## src/rtl/ldtu_ofifo_param.sv

```systemverilog
// Parametrised output FIFO between the Hamming encoder and the readout path.
// Registered read data with an aligned valid pulse, level/watermarks and sticky error flags.
module ldtu_ofifo_param #(
  parameter int unsigned      NBITS     = 38,
  parameter int unsigned      PTR_BITS  = 4,
  parameter int unsigned      AFULL_TH  = 12,
  parameter int unsigned      AEMPTY_TH = 2,
  parameter logic [NBITS-1:0] IDLE_WORD = {NBITS{1'b0}} | 32'h4000_0000
) (
  input  logic                CLK,
  input  logic                rst_b,
  input  logic                start_write,
  input  logic [NBITS-1:0]    data_input,
  input  logic                read_signal,
  input  logic                clr_flags,
  output logic [NBITS-1:0]    data_output,
  output logic                decode_signal,
  output logic                empty_signal,
  output logic                full_signal,
  output logic                almost_full,
  output logic                almost_empty,
  output logic [PTR_BITS:0]   level,
  output logic                overflow,
  output logic                underflow,
  output logic                SeuError
);

  localparam int unsigned DEPTH = 2 ** PTR_BITS;

  localparam logic [PTR_BITS:0] AfullLvl  = AFULL_TH[PTR_BITS:0];
  localparam logic [PTR_BITS:0] AemptyLvl = AEMPTY_TH[PTR_BITS:0];

  logic [PTR_BITS:0] wr_ptr_q, wr_ptr_d;
  logic [PTR_BITS:0] rd_ptr_q, rd_ptr_d;
  logic [NBITS-1:0]  dout_q, dout_d;
  logic              dec_q, dec_d;
  logic              ovf_q, ovf_d;
  logic              udf_q, udf_d;
  logic [NBITS-1:0]  mem_q [DEPTH];

  logic              empty, full;
  logic              wr_acc, rd_acc;
  logic [PTR_BITS:0] lvl;

  // Status depends only on the registered pointers, never on this cycle's requests.
  always_comb begin
    empty = (wr_ptr_q == rd_ptr_q);
    full  = (wr_ptr_q[PTR_BITS] != rd_ptr_q[PTR_BITS]) &&
            (wr_ptr_q[PTR_BITS-1:0] == rd_ptr_q[PTR_BITS-1:0]);
    lvl   = wr_ptr_q - rd_ptr_q;
  end

  assign wr_acc = start_write & ~full;
  assign rd_acc = read_signal & ~empty;

  always_comb begin
    wr_ptr_d = wr_ptr_q;
    rd_ptr_d = rd_ptr_q;
    dout_d   = dout_q;
    dec_d    = 1'b0;
    if (wr_acc) begin
      wr_ptr_d = wr_ptr_q + 1'b1;
    end
    if (rd_acc) begin
      rd_ptr_d = rd_ptr_q + 1'b1;
      dout_d   = mem_q[rd_ptr_q[PTR_BITS-1:0]];
      dec_d    = 1'b1;
    end
    // A new error in the same cycle as a clear keeps the flag set.
    ovf_d = (ovf_q & ~clr_flags) | (start_write & full);
    udf_d = (udf_q & ~clr_flags) | (read_signal & empty);
  end

  always_ff @(posedge CLK or negedge rst_b) begin
    if (!rst_b) begin
      wr_ptr_q <= '0;
      rd_ptr_q <= '0;
      dout_q   <= IDLE_WORD;
      dec_q    <= 1'b0;
      ovf_q    <= 1'b0;
      udf_q    <= 1'b0;
    end else begin
      wr_ptr_q <= wr_ptr_d;
      rd_ptr_q <= rd_ptr_d;
      dout_q   <= dout_d;
      dec_q    <= dec_d;
      ovf_q    <= ovf_d;
      udf_q    <= udf_d;
    end
  end

  // Storage array carries no reset; stale contents are unreachable once the pointers clear.
  always_ff @(posedge CLK) begin
    if (wr_acc) begin
      mem_q[wr_ptr_q[PTR_BITS-1:0]] <= data_input;
    end
  end

  assign data_output   = dout_q;
  assign decode_signal = dec_q;
  assign empty_signal  = empty;
  assign full_signal   = full;
  assign level         = lvl;
  assign almost_full   = (lvl >= AfullLvl);
  assign almost_empty  = (lvl <= AemptyLvl);
  assign overflow      = ovf_q;
  assign underflow     = udf_q;
  assign SeuError      = 1'b0;

endmodule

```

## config.mk

```make
export PLATFORM = sky130hd
export DESIGN_NAME = ldtu_ofifo_param
export DESIGN_NICKNAME = d
export VERILOG_FILES = /design/src/rtl/ldtu_ofifo_param.sv
export SDC_FILE = /design/constraint.sdc
export NUM_CORES = 1
export LEC_CHECK = 0
export ABC_CLOCK_PERIOD_IN_PS = 4300
export CAP_MARGIN = 20
export CORE_MARGIN = 2
export CORE_UTILIZATION = 50
export DETAILED_ROUTE_END_ITERATION = 6
export PLACE_DENSITY = 0.7
export SLEW_MARGIN = 20
export SYNTH_ARGS = -nofsm -noshare
export SYNTH_HDL_FRONTEND = slang
export SYNTH_SLANG_ARGS = --single-unit
```

## constraint.sdc

```tcl
create_clock -name CLK -period 4.3 [get_ports CLK]
set_input_delay 0.43 -clock CLK [delete_from_list [all_inputs] [get_ports CLK]]
set_output_delay 0.43 -clock CLK [all_outputs]
set_load 0.02 [all_outputs]
```

After elaboration in Yosys (flattened, before gate mapping)
Memory sizes are Yosys's and may differ from the RTL's. A register that Yosys moved wholly into a read port is not among the register bits. Cells that the tools add are included. Widths: inputs -> output; s select.

Flip-flop bits (word level): 13. Memory bits (writable): 608. Input port bits: 43. Output and inout bits: 51. Logic and storage cells: 30. Memories kept: 1.

Memories: mem_q (depth 16, bits a word 38, rd ports 1, clocked after Yosys merged registers in 1, wr ports 1, RTL line 39) `logic [NBITS-1:0] mem_q [DEPTH];`.

$add $sub $neg: 3. Order comparisons: 2. Eq/ne operators: 3. Mux-type cells: 3. Bitwise operators: 11. Reductions and logical operators: 2.

Operators with widths (count): $add 5x1->5 const B (2); $and 1x1->1 (6); $eq 5x5->1 (1); $ge 5x4->1 const B (1); $le 5x2->1 const B (1); $sub 5x5->5 (1); $eq 4x4->1 (1); $mux 1 (3); $not 1->1 (3); $or 1x1->1 (2); $logic_and 1x1->1 (1); $logic_not 1->1 (1); $ne 1x1->1 (1).

Depth between registers and ports, before layout
Gate-level depths: netlist of run 1.

Word-level depth: 6. Gate-level depth with buffers: 11. Gate-level depth less buffers: 8.

Least setup slack after synthesis of run 1
No wires, ideal clock.

Kind: reg-to-reg. Start: register rd_ptr_q[2]. End: memory mem_q[10][0], enable pin. Arrival: 4.403 ns. Slack: -0.583 ns. Cell stages (with the launch flop): 11. Clock period less this slack: 4.883 ns. Cells stage by stage: dfrtp_1 buf_2 inv_2 clkbuf_1 ha_1 nand4_1 nor2b_1 nor2b_1 buf_2 nand2_1 nor3_1.

Longest elaborated chain between the ends: 6.

Ends and longest elaborated chain: start: declaration (RTL line 34) `logic [PTR_BITS:0] rd_ptr_q, rd_ptr_d;`; start signal: assignment (RTL line 84) `rd_ptr_q <= rd_ptr_d;`; $eq 4x4->1 (RTL line 49) `(wr_ptr_q[PTR_BITS-1:0] == rd_ptr_q[PTR_BITS-1:0]);`; $logic_and 1x1->1 (RTL line 48) `full = (wr_ptr_q[PTR_BITS] != rd_ptr_q[PTR_BITS]) &&`; via full_signal (RTL line 19) `output logic full_signal,`; $not 1->1 (RTL line 53) `assign wr_acc = start_write & ~full;`; $and 1x1->1 (RTL line 53); $mux 1 (RTL line 94) `if (wr_acc) begin`; $mux 1 (not written as such) (RTL line 95) `mem_q[wr_ptr_q[PTR_BITS-1:0]] <= data_input;`; end: declaration (RTL line 39).

The timed path passes the listed nets, and every way through them passes these cells.

Final worst setup path of run 1
Start: register wr_ptr_q[0]. End: output almost_empty.

Longest elaborated chain between the ends: 2.

Ends and longest elaborated chain: start: declaration (RTL line 33) `logic [PTR_BITS:0] wr_ptr_q, wr_ptr_d;`; start signal: assignment (RTL line 83) `wr_ptr_q <= wr_ptr_d;`; $sub 5x5->5 (RTL line 50) `lvl = wr_ptr_q - rd_ptr_q;`; $le 5x2->1 (RTL line 105) `assign almost_empty = (lvl <= AemptyLvl);`; end: declaration (RTL line 21) `output logic almost_empty,`.

Every way passes these cells.

==> results of run 1 <==
-- worst reg2reg max path: stages (launching register included) --
cell and delay [ns]:
dfrtp_1 0.64, ha_1 0.37, nand4_1 0.14, nor2b_1 0.09
nor2b_1 0.55, nand3_1 0.39, nor2_4 0.51, buf_12 0.30
-- layout make-up --
class | instances | area, um^2
fill | 3657 | 20700
sequential | 659 | 19500
multi-input combinational | 603 | 5290
clock buffer | 98 | 1900
timing repair buffer | 134 | 1360
tap | 672 | 841
clock inverter | 23 | 235
inverter | 16 | 60.1
-- power breakdown --
part	internal (mW)	switching [mW]	leakage [nW]	total [mW]
sequential	7.86	0.301	6.08	8.17
combinational	2.53	3.68	2.70	6.21
clock	3.36	2.31	1.04	5.67
-- path summary, 6_finish.rpt --
path                                         start                          end  cells after the start
max in group asynchronous                    rst_b      rd_ptr_q[0]$_DFFE_PN0P_                      2
setup / recovery           wr_ptr_q[0]$_DFFE_PN0P_                 almost_empty                      9
min in group asynchronous                    rst_b  data_output[17]$_DFFE_PN0P_                      2
setup reg to reg           wr_ptr_q[2]$_DFFE_PN0P_      mem_q[14][36]$_DFFE_PP_                      7
hold / removal                           clr_flags           overflow$_DFF_PN0_                      2
hold reg to reg            rd_ptr_q[4]$_DFFE_PN0P_      rd_ptr_q[4]$_DFFE_PN0P_                      1
-- cells in the mapped netlist (all sizes together) --
cell type / n / area, um^2
nand3: 4 / 20.0
conb: 1 / 3.75
nor2b: 4 / 25.0
o21ai: 4 / 20.0
a21o: 3 / 22.5
o22ai: 76 / 475
dfstp: 1 / 26.3
buf: 54 / 354
fa: 1 / 20.0
a21oi: 78 / 390
nor2: 42 / 158
xnor2: 9 / 78.8
nand4: 5 / 31.3
and2: 4 / 25.0
edfxtp: 608 / 18300
nor3b: 1 / 7.51
clkbuf: 22 / 82.6
nand2: 83 / 312
and3: 4 / 25.0
xor2: 3 / 26.3
inv: 16 / 60.1
mux4: 76 / 1710
or3: 1 / 6.26
nor3: 42 / 210
dfrtp: 50 / 1250
a2111oi: 1 / 8.76
mux2i: 152 / 1520
ha: 9 / 113
-- stage by stage --
stage,hold WS [ns],worst slack (ns)
finish,0.436,0.404
global route,0.433,0.276
CTS,0.410,0.362
detailed placement,0.483,0.970
global placement,0.483,1.05
floorplan,0.134,-0.583
-- metal layers --
metal | up-vias | global-route usage, % | routed length, um
met2 | 449 | 37.2 | 28600
met1 | 6762 | 28.7 | 23000
met3 | 96 | 3.56 | 3220
met4 | 2 | 7.07 | 1330
met5 | - | 0 | 13
li1 | 5623 | - | -
-- sequential cells by signal (all words and copies together) (netlist names) --
name and flops:
mem_q 608, data_output 38, rd_ptr_q 5, wr_ptr_q 5, decode_signal 1, overflow 1
underflow 1
-- cells by family after synthesis --
family,after synthesis
xor+xnor,12
other cells,1
flops,659
simple gates,190
compound gates,162
buf+inv,92
mux,228
fa+ha+maj,10
==> summary.txt, run 1 <==
Critical path
  • Critical path class: flop to primary output
  • R2r setup slk: 0.96 ns
  • Worst-path cell chain: inv_1 -> ha_1 -> fa_1 -> inv_1 -> a21o_1 -> a21oi_1 -> xor2_1 -> a2111oi_0 -> clkdlybuf4s50_1
  • Crit. End Element: primary output
  • Critical Path AT: 3.47 ns
  • Worst path max stage delay: 0.71 ns
  • WP buf/inv: 3
  • CP max FO: 4
  • Crit path max-delay cell type: clkdlybuf4s50_1
  • CP most frequent cell: inv_1
  • Worst EP required: 3.87 ns
  • Setup crit start kind: flop
  • Family with the most delay on the worst path: buffers and inverters

Layout
  • Commonest non-fill, non-tap cells in the layout: 608 x edfxtp_1, 152 x mux2i_1, 91 x clkdlybuf4s50_1, 83 x nand2_1, 78 x a21oi_1
  • Area Overhead vs Synth: 15.8%
  • # diodes: 0
  • Fin cells: 2,205
  • Util after Layout: 58.5%
  • Fin area: 0.0292 mm^2
  • Layout cell share with drive strength beyond 1: 15.2%
  • # nets final: 1,534
  • Most common cell after layout, fill and taps aside: edfxtp_1

Pwr
  • Max rail drop VDD: 0.581 mV
  • Pwr/cell area: 686 mW/mm^2
  • LEAKAGE: 9.81 nW
  • Power consumption: 20.0 mW

CTS
  • CTS max path bufs: 3
  • H-tree levels: 3
  • Later-pin clock latency in the skew report: 0.60 ns
  • CTS root buffer: clkbuf_16
  • CTS Sinks: 659
  • Cts repair resizes: 0
  • Hold_buf cts: 1
  • CTS tree: built
  • Num CTS Buffers: 67
  • Post-CTS Setup Repair Bufs: 0
  • Clock transition at the registers of the reported paths: 0.06 ns

Timing
  • Period utilization: 90.6%
  • Max-slew violations: 0
  • Tmin final: 3.90 ns
  • Setup TNS Final: 0 ns
  • FMAX: 257 MHz
  • Rel. slew slack: 41.7%
  • Worst slew pin tran: 0.874 ns
  • Final hold vios: 0
  • Worst clock skew: 0.0206 ns
  • Final setup fails: 0
  • RSZ-0062 raised after global routing: no

Yosys
  • Post-synth cell types: 33
  • Post-Synth XOR/XNOR Area: 0.416%
  • Simple-gate share of the synthesized area: 3.25%
  • Synthesized area per cell: 18.6 um^2
  • Synth Area in Adders: 0.525%
  • Cell Area, Synth: 0.0252 mm^2
  • FF+latch count, synth: 659
  • Post-synthesis compound-gate area fraction: 3.63%
  • Synthesized net count: 1,407
  • Syn Inst Count: 1,354
  • Yosys synthesis warning count: 0
  • Post-synthesis sequential area ratio: 77.4%
  • Main combinational cell family by area after synthesis: multiplexers
  • Mux cell area share after synthesis: 12.8%

Drt
  • Initial detailed-routing violation count: 1,158
  • DR pass1 iterations: 5
  • Vias/cell: 5.86
  • # DRC: 0
  • Drt total wl: 56,200 um
  • Final ANT Viol Nets: 0
  • Vias: 12,900
  • Routed wire length per instance: 25.5 um

Place
  • Routability cong.: 0.759
  • Placed cell area: 0.0271 mm^2
  • Port Buf Inserts: 92
  • Detail Placement HPWL: 30,800 um
  • Dpl cells: 2,083

GRT
  • First-pass GRT wire length: 84,300 um
  • Tot GR Track Use: 21.8%
  • Grt ovf: 0
  • Vias in the first global route: 13,500
  • Initial antenna violation count: 1
  • Largest net degree at the start of global routing: 109

Floorplan
  • Die X: 229 um
  • Die height: 229 um
  • Effective utilization at floorplan: 50.5%
  • I/O Pins: 94
  • Row count: 82
  • Die Area: 0.0523 mm^2
  • Core ar.: 0.0500 mm^2

Min path
  • Path type of the worst min-delay path: input pin to flop

Flow run
  • Max-cap viol count: 0

Run status
  • Status: complete, no violations
No activity file was read; power rests on OpenSTA's default activity.
==> inputs of run 2 (changes only) <==
Settings changed: CORE_MARGIN 2 to unset, PLACE_DENSITY 0.7 to unset, PLACE_DENSITY_LB_ADDON set to 0.1.
==> summary.txt, run 2 (synthesized netlist as in run 1, its figures left out) <==
CTS
  • Num CTS Buffers: 69 (+3.0%)
  • CTS Sinks: 659 (unchanged)
  • Clock transition at the registers of the reported paths: 0.06 ns (about the same)
  • H-tree levels: 3 (unchanged)
  • Later-pin clock latency in the skew report: 0.59 ns (about the same)
  • CTS tree: built
  • CTS root buffer: clkbuf_16
  • CTS max path bufs: 3 (unchanged)

Timing
  • Final hold vios: 0 (unchanged)
  • Max-slew violations: 0 (unchanged)
  • FMAX: 254 MHz (-1.2%)
  • Rel. slew slack: 35.0% (-6.7 points)
  • Worst slew pin tran: 0.975 ns (+0.101 ns)
  • Period utilization: 91.7% (+1.1 points)
  • RSZ-0062 raised after global routing: no
  • Tmin final: 3.94 ns (+0.0474 ns)
  • Hold_ws: 0.467 ns (+0.0316 ns)
  • Final WS setup: 0.356 ns (-0.0474 ns)
  • Setup TNS Final: 0 ns (unchanged)
  • Worst clock skew: 0.0148 ns (-0.00585 ns)
  • Final setup fails: 0 (unchanged)

Drt
  • Routed wire length per instance: 26.1 um (+2.5%)
  • Drt total wl: 57,500 um (+2.3%)
  • # DRC: 0 (unchanged)
  • Vias/cell: 5.78 (-1.4%)
  • DR pass1 iterations: 5 (unchanged)
  • Final ANT Viol Nets: 0 (unchanged)
  • Vias: 12,700 (-1.7%)
  • Initial detailed-routing violation count: 955 (-18%)

Pwr
  • Pwr/cell area: 689 mW/mm^2 (+0.46%)
  • Max rail drop VDD: 0.586 mV (+0.82%)
  • Power consumption: 20.2 mW (+0.62%)
  • LEAKAGE: 9.86 nW (+0.48%)

GRT
  • Tot GR Track Use: 23.2% (+1.4 points)
  • First-pass GRT wire length: 84,600 um (+0.38%)
  • Met3 GRT Util: 3.68% (+0.12 points)
  • Busiest grt layer: met2
  • Initial antenna violation count: 2 (+1)
  • Grt met2 use: 37.5% (+0.26 points)
  • Vias in the first global route: 13,000 (-3.2%)
  • Largest net degree at the start of global routing: 104 (-4.6%)
  • Grt ovf: 0 (unchanged)
  • Met1 GRT Util: 32.1% (+3.4 points)

Critical path
  • Critical Path AT: 3.51 ns (+0.04 ns)
  • Crit. End Element: primary output
  • Crit path max-delay cell type: clkdlybuf4s50_1
  • CP max FO: 103 (+99)
  • WP buf/inv: 3 (unchanged)
  • Critical path class: flop to primary output
  • Worst path max stage delay: 0.68 ns (-0.03 ns)
  • Setup crit start kind: flop
  • Worst-path cell chain: buf_12 -> fa_1 -> inv_1 -> a21o_1 -> a21oi_1 -> xor2_1 -> a2111oi_0 -> clkdlybuf4s50_1
  • Family with the most delay on the worst path: buffers and inverters
  • Worst EP required: 3.87 ns (about the same)

Floorplan
  • Die X: 227 um (-0.87%)
  • Effective utilization at floorplan: 51.1% (+0.62 points)
  • I/O Pins: 94 (unchanged)
  • Core ar.: 0.0494 mm^2 (-1.2%)
  • Die Area: 0.0514 mm^2 (-1.7%)
  • Row count: 81 (-1.2%)
  • Die height: 227 um (-0.87%)

Place
  • Routability cong.: 0.749 (-1.2%)
  • Placed cell area: 0.0270 mm^2 (-0.18%)
  • Placement Setup Slack: 0.891 ns (-0.0783 ns)
  • Detail Placement HPWL: 29,700 um (-3.4%)
  • Port Buf Inserts: 92 (unchanged)

Layout
  • Most common cell after layout, fill and taps aside: edfxtp_1
  • Commonest non-fill, non-tap cells in the layout: 608 x edfxtp_1, 152 x mux2i_1, 91 x clkdlybuf4s50_1, 83 x nand2_1, 78 x a21oi_1
  • Max reg flops: 608 (unchanged)
  • # nets final: 1,533 (-0.065%)
  • Layout cell share with drive strength beyond 1: 15.8% (+0.59 points)
  • Area Overhead vs Synth: 16.0%
  • Fin area: 0.0293 mm^2 (+0.15%)

Run status
  • Status: complete, no violations

Flow run
  • Max-cap viol count: 0 (unchanged)

Min path
  • Path type of the worst min-delay path: input pin to flop
run 2: cell count changes in the layout (fill, tap and decap cells not counted):
cell	delta
nand3_4	+1
buf_12	-2
buf_4	-2
buf_6	+1
bufinv_16	-1
clkinv_1	-2
clkbuf_8	+10
clkinv_2	+4
nand3_2	-1
clkbuf_1	-7
clkinvlp_4	-1
diode_2	+2
run 2: metrics by stage:
step | utilization [%] | cells
2_1_floorplan | - | 1354
3_3_place_gp | 54.8 | 2072
3_5_place_dp | 54.8 | 2072
4_1_cts | 59.3 | 2197
5_1_grt | 59.3 | 2198
6_report | 59.3 | 2199
run 2: tightest hold or removal path: cells and delay by family:
family | cells | cell delay, ns
buffers and inverters | 1 | 0.43
AND/OR/NAND/NOR | 1 | 0.07
AO/OA/AOI/OAI | 1 | 0.07
run 2: metal layers:
metal / wire length, um / part of all wire [%] / up-vias
li1: - / - / 5632
met1: 25100 / 44 / 6677
met2: 28200 / 49 / 325
met3: 2700 / 4.7 / 80
met4: 1390 / 2.4 / 0
met5: 0 / 0 / -
run 2: worst paths after layout:
check | startpoint | to | slack [ns] | cells past startpoint
max | rd_ptr_q[1]$_DFFE_PN0P_ | almost_empty | 0.36 | 8
min | read_signal | underflow$_DFF_PN0_ | 0.47 | 3
max reg2reg | wr_ptr_q[2]$_DFFE_PN0P_ | mem_q[4][18]$_DFFE_PP_ | 0.98 | 8
min reg2reg | rd_ptr_q[4]$_DFFE_PN0P_ | rd_ptr_q[4]$_DFFE_PN0P_ | 0.49 | 1
max in group asynchronous | rst_b | rd_ptr_q[1]$_DFFE_PN0P_ | 3.10 | 2
min in group asynchronous | rst_b | data_output[23]$_DFFE_PN0P_ | 0.51 | 2
run 2: report_power, final:
part / leakage [nW] / switching, mW / internal, mW
sequential: 6.08 / 0.289 / 7.86
combinational: 2.69 / 3.66 / 2.53
clock: 1.10 / 2.35 / 3.47
total: 9.86 / 6.30 / 13.9
run 2: cell type report:
| type | count | area (um^2) |
|---|---|---|
| antenna | 2 | 5.00 |
| clock buffer | 101 | 2010 |
| clock inverter | 23 | 210 |
| fill | 3709 | 20100 |
| inverter | 16 | 60.1 |
| multi-input combinational | 603 | 5300 |
| sequential | 659 | 19500 |
| tap | 664 | 831 |
| timing repair buffer | 131 | 1320 |
run 2: timing repair:
item	in CTS	in global routing
gates resized for setup	0	0
hold buffers	1	0
setup buffers	0	0
endpoints found under the hold margin	14	0
